[config.mk]
export PLATFORM = sky130hd
export DESIGN_NAME = vector_component_splitter
export DESIGN_NICKNAME = d
export VERILOG_FILES = /design/src/rtl/vector_component_splitter.sv
export SDC_FILE = /design/constraint.sdc
export NUM_CORES = 1
export LEC_CHECK = 0
export CAP_MARGIN = 20
export CORE_MARGIN = 3
export CORE_UTILIZATION = 51
export CTS_CLUSTER_DIAMETER = 100
export DETAILED_ROUTE_END_ITERATION = 10
export GPL_TIMING_DRIVEN = 0
export PLACE_DENSITY = 0.81
export SYNTH_ARGS = -nofsm -noshare
export SYNTH_HDL_FRONTEND = slang
export SYNTH_SLANG_ARGS = --single-unit
export TNS_END_PERCENT = 50
[constraint.sdc]
create_clock -name clock -period 5.61 [get_ports clock]
set_clock_uncertainty 0.2 [all_clocks]
set_input_delay 0.8415 -clock clock [delete_from_list [all_inputs] [get_ports clock]]
set_output_delay 0.8415 -clock clock [all_outputs]
set_load 0.03 [all_outputs]
[src/rtl/vector_component_splitter.sv]
// Vector component splitter: accepts a packed vector with a per-slot swizzle,
// then presents the swizzled components downstream either as one parallel beat
// or as NUM_COMP serial beats (one slot per beat, low bits, rest zero).
module vector_component_splitter #(
  parameter  int COMP_WIDTH = 16,
  parameter  int NUM_COMP   = 4,
  localparam int SEL_W      = $clog2(NUM_COMP)
) (
  input  logic                           clock,
  input  logic                           reset_n,
  input  logic                           in_valid,
  output logic                           in_ready,
  input  logic [NUM_COMP*COMP_WIDTH-1:0] in_vector,
  input  logic [NUM_COMP*SEL_W-1:0]      in_swizzle,
  input  logic                           in_mode,
  output logic                           out_valid,
  input  logic                           out_ready,
  output logic [NUM_COMP*COMP_WIDTH-1:0] out_components,
  output logic [SEL_W-1:0]               out_idx,
  output logic                           out_last
);

  localparam int VEC_W = NUM_COMP * COMP_WIDTH;
  localparam logic [SEL_W-1:0] LAST_IDX = SEL_W'(NUM_COMP - 1);

  typedef enum logic {IDLE = 1'b0, EMIT = 1'b1} state_t;

  state_t                   state;
  logic [VEC_W-1:0]         slots_p0;
  logic                     mode_p0;
  logic [VEC_W-1:0]         swz_in;
  logic [SEL_W-1:0]         idx_next;
  logic                     accept;
  logic                     beat_done;

  // Pure bit routing: slot k takes the component named by its swizzle field.
  // Repeated indices broadcast one component to several slots.
  function automatic logic [VEC_W-1:0] swizzle(input logic [VEC_W-1:0]          vec,
                                               input logic [NUM_COMP*SEL_W-1:0] sel);
    logic [SEL_W-1:0] src;
    swizzle = '0;
    for (int k = 0; k < NUM_COMP; k++) begin
      src = sel[k*SEL_W +: SEL_W];
      swizzle[k*COMP_WIDTH +: COMP_WIDTH] = vec[int'(src)*COMP_WIDTH +: COMP_WIDTH];
    end
  endfunction

  // Serial beat: selected slot in the low component, upper components zero.
  function automatic logic [VEC_W-1:0] serial_beat(input logic [VEC_W-1:0] slots,
                                                   input logic [SEL_W-1:0] idx);
    serial_beat = '0;
    serial_beat[COMP_WIDTH-1:0] = slots[int'(idx)*COMP_WIDTH +: COMP_WIDTH];
  endfunction

  // Handshake qualifiers; a new vector may enter on the same edge the final
  // beat of the current one completes, so streaming has no bubble.
  always_comb begin
    in_ready  = reset_n && (!out_valid || (out_ready && out_last));
    accept    = in_valid && in_ready;
    beat_done = out_valid && out_ready;
    swz_in    = swizzle(in_vector, in_swizzle);
    idx_next  = out_idx + SEL_W'(1);
  end

  // Stage p0: swizzled slots of the accepted vector, kept for later serial beats.
  always_ff @(posedge clock) begin
    if (accept) slots_p0 <= swz_in;
  end

  // Control FSM with registered output beat; an accept takes priority over
  // returning to IDLE when both happen on the same edge.
  always_ff @(posedge clock or negedge reset_n) begin
    if (!reset_n) begin
      state          <= IDLE;
      out_valid      <= 1'b0;
      out_components <= '0;
      out_idx        <= '0;
      out_last       <= 1'b0;
      mode_p0        <= 1'b0;
    end else if (accept) begin
      state          <= EMIT;
      out_valid      <= 1'b1;
      mode_p0        <= in_mode;
      out_idx        <= '0;
      out_last       <= !in_mode;
      out_components <= in_mode ? serial_beat(swz_in, '0) : swz_in;
    end else if (beat_done) begin
      if (out_last || !mode_p0) begin
        state     <= IDLE;
        out_valid <= 1'b0;
      end else begin
        out_idx        <= idx_next;
        out_last       <= (idx_next == LAST_IDX);
        out_components <= serial_beat(slots_p0, idx_next);
      end
    end
  end

endmodule
Word level (Yosys, flattened, before mapping)
Cells that the tools add are included.

word-level totals
  output and inout port bits = 69
  logic and storage cells = 40
  register bits after elaboration = 133
  input bits = 77

operators by class
  multiplexer cells = 13
  equality and inequality tests = 2
  add/subtract/negate cells = 1
  reduce and logical (&&, ||, !) cells = 13
  shift operators = 5

operators with widths
  kind                                           number
  variable part select 64 x 7 -> 16 bit          5
  2-to-1 mux 64 bit                              4
  2-to-1 mux 1 bit                               6
  2-to-1 mux 2 bit                               3
  logical AND 1 bit                              4
  AND reduction 2 bit                            2
  nonzero test 2 bit                             2
  zero test 1 bit                                3
  adder 2 x 1 -> 2 bit (second input constant)   1
  equality test 2 bit (second input constant)    1
  logical OR 1 bit                               2
  inequality test 2 bit (second input constant)  1

Longest topological paths before layout
Gate-level depths: netlist (run 1).

  depth after elaboration = 6
  gate-level depth with buffers = 9
  gate-level depth less buffers = 5

Worst setup path after synthesis (run 1)
OpenSTA, ideal clock, no wires.

  kind = input -> register
  start = in in_valid
  end = reg out_components[12]
  library setup time = 0.079 ns
  required time = 5.331 ns
  setup slack = 1.043 ns
  stages on the path = 3
  path buffers = 0
  arrival = 4.288 ns
  cells stage by stage = nand2_1 > nor2_1 > a221o_1

on the way
  cells in the longest elaborated chain, start to end = 3
  elaborated cells between the ends (all ways) = 5
  those cells by class = 1 x eq/ne; 1 x mux; 3 x reduce/logical

RTL lines
  item                                                                                 line  RTL
  from (decl)                                                                          11    input logic in_valid,
  logical AND 1 bit (*)                                                                59    accept = in_valid && in_ready;
  net accept                                                                           33    logic accept;
  inequality test 2 bit (no source line) / nonzero test 2 bit (equally long branches)  n/a
  AND reduction 2 bit (no source line)                                                 n/a
  to (signal assigned)                                                                 86    out_components <= in_mode ? serial_beat(swz_in, '0) : swz_in;
  to (signal assigned)                                                                 94    out_components <= serial_beat(slots_p0, idx_next);
  to (decl)                                                                            18    output logic [NUM_COMP*COMP_WIDTH-1:0] out_components,

Mark *: on every way through the listed nets, which the timed path passes. The rest lies on a longest branch.
A chain may end at the register's enable or synchronous reset.

Worst setup path in the final report (run 1)
  start = in out_ready
  end = out in_ready

on the way
  cells in the longest elaborated chain, start to end = 3

RTL lines
  item               line  RTL
  from (decl)        17    input logic out_ready,
  logical AND 1 bit  58    in_ready = reset_n && (!out_valid || (out_ready && out_last));
  logical OR 1 bit   58
  logical AND 1 bit  58
  to (decl)          12    output logic in_ready,

Every way passes these cells.

==> results of run 1 <==
critical path, cell delays in order:
cell             delay, ns
clkdlybuf4s50_1       0.56
a21bo_2               0.19
and2_1                0.12
clkdlybuf4s50_1       0.66
through the flow:
step	instances	TNS [ns]	total power [W]	hold slack, ns	worst slack (ns)
3_5_place_dp	682	0	0.00235	0.295	2.20
3_3_place_gp	680	-287.06	0.00233	0.294	-3.89
2_1_floorplan	375	0	0.00189	0.338	1.04
4_1_cts	713	0	0.00354	0.168	2.19
6_report	713	0	0.00355	0.156	2.20
5_1_grt	713	0	0.00365	0.174	2.14
layer usage:
metal | track usage, % | routed length, um | up-vias
met3 | 7.50 | 2270 | 62
met1 | 39.0 | 7480 | 2460
met5 | 0 | 0 | -
met2 | 46.2 | 9850 | 389
met4 | 11.7 | 721 | 0
li1 | - | - | 1897
registers in the layout, indices dropped and copies added, names as in the netlist:
signal	count
out_components	64
slots_p0	64
out_idx	2
mode_p0	1
out_last	1
out_valid	1
power by group through the flow:
| stage | clock, W | sequential (W) | combinational (W) |
|---|---|---|---|
| 6_report | 0.00119 | 0.00129 | 0.00107 |
| 5_1_grt | 0.00124 | 0.00130 | 0.00111 |
| 4_1_cts | 0.00119 | 0.00129 | 0.00107 |
| 3_5_place_dp | 0 | 0.00130 | 0.00105 |
| 3_3_place_gp | 0 | 0.00130 | 0.00103 |
| 2_1_floorplan | 0 | 0.00152 | 0.000378 |
worst min path at each step:
stage	start	to	slack [ns]	cells after the start
after global placement	out_components[24]	out_components[24]	0.29	1
final	reset_n	out_components[7]	0.16	1
after detailed placement	out_components[39]	out_components[39]	0.29	1
after global routing	reset_n	out_components[7]	0.17	1
after CTS	reset_n	out_components[7]	0.17	1
after floorplan	mode_p0	mode_p0	0.34	2
Yosys cell counts (all sizes together), types with 2 or more instances:
library cell | number | area, um2
a211oi | 13 | 97.6
dfrtp | 69 | 1730
buf | 26 | 174
mux4 | 80 | 1820
edfxtp | 64 | 1920
nor2 | 14 | 52.6
nor3 | 14 | 70.1
a22o | 48 | 420
a221o | 3 | 30.0
and2 | 6 | 37.5
clkbuf | 9 | 35.0
inv | 15 | 56.3
o21ai | 2 | 10.0
cell families after synthesis:
kind of cell             after synthesis  share of synthesized area (%)
multiplexers                          81                           28.0
AO/OA/AOI/OAI                         72                           9.29
buffers and inverters                 50                           4.04
adder cells (fa/ha/maj)                1                          0.191
flip-flops                           133                           55.6
AND/OR/NAND/NOR                       38                           2.86
area by class of cell:
| class | count | area, um2 |
|---|---|---|
| timing repair buffer | 139 | 1420 |
| multi-input combinational | 192 | 2650 |
| tap | 168 | 210 |
| clock buffer | 19 | 453 |
| clock inverter | 12 | 179 |
| inverter | 15 | 56.3 |
| sequential | 133 | 3650 |
| fill | 823 | 3490 |
| buffer | 35 | 209 |
==> metrics.csv, run 1 <==
stage,metric,value,unit
die,ios,146,
detailed_routing,drc,0,
critical_path,cp-end-kind,primary output,
sta,period_needed,3.41,ns
cts,clock_path_buffers,2,
placement,hpwl,13.1,mm
critical_path,cp.arrival,2.37,ns
sta,rsz0062_at_grt,no,
layout,drive_gt1_share,25.1,%
power_and_ir_drop,power.leakage,3.36,nW
sta,worst_slew_pin_slew,1.03,ns
power_and_ir_drop,power.internal,0.00244,W
power_and_ir_drop,powerDensity,402,nW/um2
critical_path,worstReg2RegEnd,out_components[14],
power_and_ir_drop,seq_power_share,36.3,%
layout,final_util,71.7,%
sta,final.period_utilization,60.8,%
critical_path,rrSetupSlack,2.82,ns
detailed_routing,wl_per_cell,28.5,um
yosys,synthDistinctLibCells,31,
yosys,synth-warning-count,0,
die,start_util,53.3,%
cts,clk_latency,0.41,ns
yosys,syn_nets,453,
sta,hold_violations,0,
layout,final_cell_area,8820,um2
die,die_w,119,um
outcome,outcome,"complete, no violations",
die,row_count,40,
yosys,ys_ff_latch,133,
die,die_h,119,um
sta,slew_headroom,30.9,%
die,coreArea,12300,um2
cts,htreeDepth,4,
yosys,ys.flop_type,dfrtp_1,
cts,cts_resized,0,
global_routing,grt_pass1_wl,30.0,mm
power_and_ir_drop,power.switching,0.00110,W
layout,syn2layout_area_growth,34.5,%
cts,cts_tree,done,
critical_path,worstSetupStartpointType,primary input,
layout,final_nets,611,
cts,cts_root_buf,clkbuf_16,
critical_path,rr_worst_depth,9,
die,die_area,14300,um2
global_routing,grt_pass1_vias,4949,
power_and_ir_drop,peakVddDrop,0.000211,V
cts,postCtsHoldBufs,0,
layout,antenna_cells,0,
yosys,yosysSeqAreaShare,55.6,%
placement,port_buffers,137,
critical_path,crit_path_start,out_ready,
layout,layout_commonest_cell,clkdlybuf4s50_1,
sta,fmax,293,MHz
power_and_ir_drop,netSwitchingFraction,31.1,%
placement,gp_congestion,0.850,
critical_path,rr_startpoint,out_idx[0],
critical_path,required,4.57,ns
yosys,async_reset_ff_share,51.9,%
detailed_routing,first_pass_iters,5,
global_routing,grt_max_degree,44,
critical_path,crit_end,in_ready,
yosys,synth_edf_count,64,
critical_path,worst-path-max-fanout,5,
layout,mostFrequentLayoutCells,"clkdlybuf4s50_1 (136), mux4_2 (74), dfrtp_1 (69), edfxtp_1 (64), a22o_1 (48)",
global_routing,grt_overflow,0,
yosys,synthCells,375,
hold_path,hold_path_class,primary input to async pin,
cts,clkSinkCount,133,
placement,post_dp_cell_area,8190,um2
detailed_routing,drtIter0Drc,701,
detailed_routing,vias_per_cell,6.74,
global_routing,antenna_found_initial,0,
power_and_ir_drop,clkPwrFrac,33.6,%
global_routing,track_usage,29.2,%
flow_run,drv_cap,0,
cts,cts_buffers,17,
detailed_routing,ant_nets,0,
sta,finalSetupViolCount,0,
power_and_ir_drop,combPwrFrac,30.1,%
critical_path,crit_type,primary input to primary output,
yosys,synth.avg_cell_area,17.5,um2
cts,cts_setup_buffers,0,
yosys,synth_area,6560,um2
sta,slew_viol_final,0,
detailed_routing,via_count,4808,
detailed_routing,finalWirelength,20.3,mm
cts,clk_pin_slew_worst_paths,0.06,ns
Power figures use the tool's default switching activity.
==> run 2: changes to the inputs <==
Clock period 5.61 ns to 3.15 ns, I/O delays scaled along.
==> run 2 against run 1 <==
Effect of this change:
- power up 81%
- setup slack worse by 2.0 ns
- core utilization grew 0.30 points
- highest routed layer unchanged
==> metrics.csv, run 2 (synthesized netlist as in run 1, its figures left out) <==
stage,metric,value,unit,change
cts,cts_tree,done,,
die,die_area,14300,um2,unchanged
critical_path,cp-end-kind,primary output,,
critical_path,worst-path-max-fanout,36,,+31
power_and_ir_drop,power,0.00642,W,+81%
placement,gp_congestion,0.805,,-5.3%
layout,drive_gt1_share,25.4,%,+0.23 points
sta,worst_slew_pin_slew,0.980,ns,-0.0540 ns
die,die_w,119,um,unchanged
power_and_ir_drop,power.leakage,3.39,nW,+0.79%
placement,port_buffers,137,,unchanged
sta,fmax,337,MHz,
layout,final_cell_area,8860,um2,+0.43%
layout,top_regs,"out_components x64, slots_p0 x64, out_idx x2",,
detailed_routing,drc,0,,unchanged
detailed_routing,finalWirelength,20.1,mm,-1.0%
cts,cts_buffers,17,,unchanged
power_and_ir_drop,peakVddDrop,0.000545,V,+160%
global_routing,grt_pass1_wl,29.6,mm,-1.4%
global_routing,grt_use_met1,37.5,%,-1.5 points
die,coreArea,12300,um2,unchanged
placement,post_dp_cell_area,8190,um2,about the same
layout,mostFrequentLayoutCells,"clkdlybuf4s50_1 (136), mux4_2 (74), dfrtp_1 (69), edfxtp_1 (64), a22o_1 (48)",,
detailed_routing,drtIter0Drc,576,,-18%
critical_path,required,2.48,ns,-2.09 ns
layout,final_cells,716,,+0.42%
critical_path,crit_type,primary input to primary output,,
global_routing,globalRouteMet3Util,9.59,%,+2.1 points
cts,cts_resized,0,,unchanged
detailed_routing,wl_per_cell,28.1,um,-1.4%
outcome,outcome,"complete, no violations",,
global_routing,grt_max_degree,38,,-14%
global_routing,busiest_layer,met2,,
sta,slew_viol_final,0,,unchanged
placement,hpwl,13.1,mm,-0.14%
cts,htreeDepth,4,,unchanged
detailed_routing,first_pass_iters,5,,unchanged
hold_path,hold_path_class,register to register,,
cts,clkSinkCount,133,,unchanged
layout,syn2layout_area_growth,35.1,%,
sta,slew_headroom,34.6,%,+3.7 points
global_routing,grt_util_met2,44.9,%,-1.3 points
layout,final_nets,613,,+0.33%
global_routing,grt_overflow,0,,unchanged
sta,hold_violations,0,,unchanged
critical_path,cp.arrival,2.30,ns,-0.07 ns
layout,layout_commonest_cell,clkdlybuf4s50_1,,
global_routing,grt_pass1_vias,4964,,+0.30%
die,ios,146,,unchanged
sta,final.period_utilization,94.2,%,
flow_run,drv_cap,0,,unchanged
die,start_util,53.3,%,unchanged
sta,finalSetupViolCount,0,,unchanged
die,die_h,119,um,unchanged
cts,clk_latency,0.42,ns,about the same
placement,place_ws,0.265,ns,-1.94 ns
sta,finalWorstSetupSlack,0.182,ns,-2.02 ns
detailed_routing,vias_per_cell,6.76,,+0.24%
cts,clock_path_buffers,2,,unchanged
power_and_ir_drop,powerDensity,724,nW/um2,+80%
critical_path,worstSetupStartpointType,primary input,,
cts,clk_pin_slew_worst_paths,0.06,ns,about the same
cts,cts_root_buf,clkbuf_16,,
sta,period_needed,2.97,ns,
placement,dp.cells,682,,unchanged
global_routing,antenna_found_initial,0,,unchanged
detailed_routing,via_count,4840,,+0.67%
layout,final_util,72.0,%,+0.30 points
die,row_count,40,,unchanged
global_routing,track_usage,28.7,%,-0.48 points
layout,antenna_cells,0,,unchanged
detailed_routing,ant_nets,0,,unchanged
sta,rsz0062_at_grt,no,,
-- run 2: power breakdown --
group | internal [W] | switching (W) | leakage, nW
Sequential | 0.00212 | 0.000177 | 1.47
Combinational | 0.000869 | 0.00103 | 1.59
Clock | 0.00144 | 0.000784 | 0.326
-- run 2: repair_timing --
action / CTS / global route
setup buffers: 0 / 0
endpoints found under the setup margin: 0 / 36
hold buffers: 1 / 0
endpoints found under the hold margin: 32 / 0
-- run 2: per-stage QoR --
stage,setup TNS [ns],hold slack [ns]
after floorplan,0,-0.0231
after global placement,-484.19,0.290
after detailed placement,0,0.255
after CTS,0,0.307
after global routing,0,0.315
final,0,0.304
-- run 2: path summary, 6_finish.rpt --
kind                            slack, ns  cells after the start                from                  to
worst min-delay path                 0.30                      1  out_components[55]  out_components[55]
worst min register to register       0.30                      1  out_components[55]  out_components[55]
min in group asynchronous            0.35                      2             reset_n  out_components[13]
worst max-delay path                 0.18                      4             reset_n            in_ready
max in group asynchronous            1.82                      3             reset_n  out_components[42]
worst max register to register       0.37                      9          out_idx[0]   out_components[5]
-- run 2: layer usage --
metal,wire length (um),share of wire [%]
met2,9920,49
met4,637,3.2
met5,0,0
met3,2480,12
met1,7080,35
-- run 2: cell type report --
class                   count  area [um2]
fillers                   814        3450
plain buffers              35         209
repair buffers            140        1420
clock buffers              18         439
well taps                 168         210
clock inverters            14         221
inverters                  15        56.3
multi-input cells         193        2660
flip-flops and latches    133        3650
-- run 2: critical path, cell delays in order --
cell	delay, ns
dlygate4sd3_1	0.53
buf_4	0.41
and2_1	0.20
clkdlybuf4s50_1	0.67
==> run 3: changes to the inputs <==
Settings changed: CORE_MARGIN 3 to unset, CORE_UTILIZATION 51 to 30, PLACE_DENSITY 0.81 to unset.
==> run 3 against run 2 <==
Effect of this change:
- register-to-register slack improved by 0.02 ns
- worst hold slack got worse by 0.0013 ns
- sequential share of layout area fell by 0.41 points
- combinational power about the same
- fmax increased by 1.9%
- setup slack better by 0.056 ns
- power is 4.4% lower
- cell count up 15%
- clock power is 13% lower
- via count decreased by 4.0%
- global-route usage fell by 8.7 points
- critical path type unchanged
- critical endpoint unchanged
==> metrics.csv, run 3 (synthesized netlist as in run 1, its figures left out) <==
stage,metric,value,unit,change
outcome,outcome,"complete, no violations",,
placement,place_ws,0.180,ns,-0.0858 ns
global_routing,grt_pass1_wl,31.2,mm,+5.4%
sta,hold_violations,0,,unchanged
layout,final_nets,614,,+0.16%
sta,slew_viol_final,0,,unchanged
sta,fmax,343,MHz,+1.9%
detailed_routing,first_pass_iters,5,,unchanged
layout,drive_gt1_share,24.8,%,-0.59 points
global_routing,antenna_found_initial,0,,unchanged
global_routing,grt_pass1_vias,4860,,-2.1%
layout,final_cell_area,8950,um2,+1.0%
power_and_ir_drop,peakVddDrop,0.000325,V,-40%
sta,final.period_utilization,92.4,%,-1.8 points
cts,clkSinkCount,133,,unchanged
critical_path,worstSetupStartpointType,primary input,,
detailed_routing,drtIter0Drc,390,,-32%
sta,rsz0062_at_grt,no,,
cts,cts_root_buf,clkbuf_16,,
cts,htreeDepth,4,,unchanged
cts,postCtsHoldBufs,2,,+1
die,die_h,150,um,+26%
layout,mostFrequentLayoutCells,"clkdlybuf4s50_1 (136), mux4_2 (74), dfrtp_1 (69), edfxtp_1 (64), a22o_1 (48)",,
hold_path,hold_path_class,register to register,,
sta,slew_headroom,35.4,%,+0.75 points
critical_path,cp-end-kind,primary output,,
global_routing,track_usage,20.0,%,-8.7 points
layout,layout_commonest_cell,clkdlybuf4s50_1,,
layout,antenna_cells,0,,unchanged
detailed_routing,via_count,4644,,-4.0%
placement,gp_congestion,0.845,,+5.1%
die,row_count,53,,+33%
die,coreArea,21200,um2,+72%
critical_path,crit_type,primary input to primary output,,
layout,top_regs,"out_components x64, slots_p0 x64, out_idx x2",,
detailed_routing,drc,0,,unchanged
placement,hpwl,14.9,mm,+14%
cts,cts_buffers,17,,unchanged
die,start_util,30.9,%,-22 points
die,die_area,22500,um2,+58%
die,ios,146,,unchanged
detailed_routing,vias_per_cell,5.64,,-17%
cts,cts_resized,0,,unchanged
power_and_ir_drop,powerDensity,686,nW/um2,-5.3%
cts,clock_path_buffers,2,,unchanged
global_routing,grt_overflow,0,,unchanged
sta,period_needed,2.91,ns,-0.0562 ns
flow_run,drv_cap,0,,unchanged
critical_path,required,2.48,ns,about the same
detailed_routing,wl_per_cell,26.1,um,-7.1%
layout,regArea,3650,um2,unchanged
power_and_ir_drop,power,0.00614,W,-4.4%
placement,post_dp_cell_area,8350,um2,+2.1%
cts,cts_setup_buffers,0,,unchanged
sta,finalWorstSetupSlack,0.239,ns,+0.0562 ns
sta,hold_slack,0.303,ns,-0.00126 ns
cts,clk_pin_slew_worst_paths,0.06,ns,about the same
cts,cts_tree,done,,
detailed_routing,ant_nets,0,,unchanged
hold_path,worst_hold_path.num_cells,1,,unchanged
layout,multiInputGateArea,2650,um2,-0.24%
sta,tns,0,ns,unchanged
detailed_routing,finalWirelength,21.5,mm,+6.9%
power_and_ir_drop,power.leakage,3.36,nW,-0.72%
critical_path,worst-path-max-fanout,53,,+47%
critical_path,cp.arrival,2.24,ns,-0.06 ns
layout,syn2layout_area_growth,36.5,%,
global_routing,grt_max_degree,54,,+42%
sta,worst_slew_pin_slew,0.970,ns,-0.0101 ns
placement,port_buffers,137,,unchanged
sta,finalSetupViolCount,0,,unchanged
die,die_w,150,um,+26%
cts,clk_latency,0.42,ns,about the same
critical_path,rr_worst_depth,9,,unchanged
layout,fillers,1935,,+140%
## run 3: changes by cell type in the layout (fill, tap and decap cells not counted), sizes merged
cell / previous run / this run
clkinv: 5 / 6
bufinv: 5 / 2
nor2: 15 / 14
inv: 19 / 15
buf: 29 / 30
dlygate4sd3: 1 / 2
clkbuf: 27 / 31
clkinvlp: 0 / 2
## run 3: final cells by class
cell class,count,area share [%]
sequential,133,40.8
multi-input combinational,192,29.6
timing repair buffer,142,16.4
clock buffer,22,5.30
tap,275,3.84
buffer,35,2.33
clock inverter,10,1.16
inverter,15,0.629
## run 3: worst max-delay path, stage by stage
cell and delay, ns:
dlygate4sd3_1 0.53, buf_4 0.13, buf_16 0.24, and2_1 0.18, clkdlybuf4s50_1 0.67
## run 3: report_power, final
part	switching [W]	internal (W)	leakage (nW)
clock network	0.000723	0.00122	0.283
logic	0.00103	0.000875	1.61
registers	0.000178	0.00212	1.47
## run 3: per-stage QoR
stage | cells | util, %
after floorplan | 375 | -
after global placement | 787 | 39.0
after detailed placement | 790 | 39.4
after CTS | 824 | 42.2
after global routing | 824 | 42.2
final | 824 | 42.2
## run 3: final timing paths
kind | startpoint | to | slack [ns]
worst max register to register | out_idx[0] | out_components[14] | 0.39
worst max-delay path | reset_n | in_ready | 0.24
worst min-delay path | out_components[28] | out_components[28] | 0.30
max in group asynchronous | reset_n | out_components[11] | 1.09
min in group asynchronous | reset_n | out_valid | 0.38
worst min register to register | out_components[28] | out_components[28] | 0.30
## run 3: per-layer routing
metal	track usage [%]	routed length (um)
met5	0	0
met4	7.32	388
met3	5.00	1900
met2	31.9	10400
met1	26.3	8860
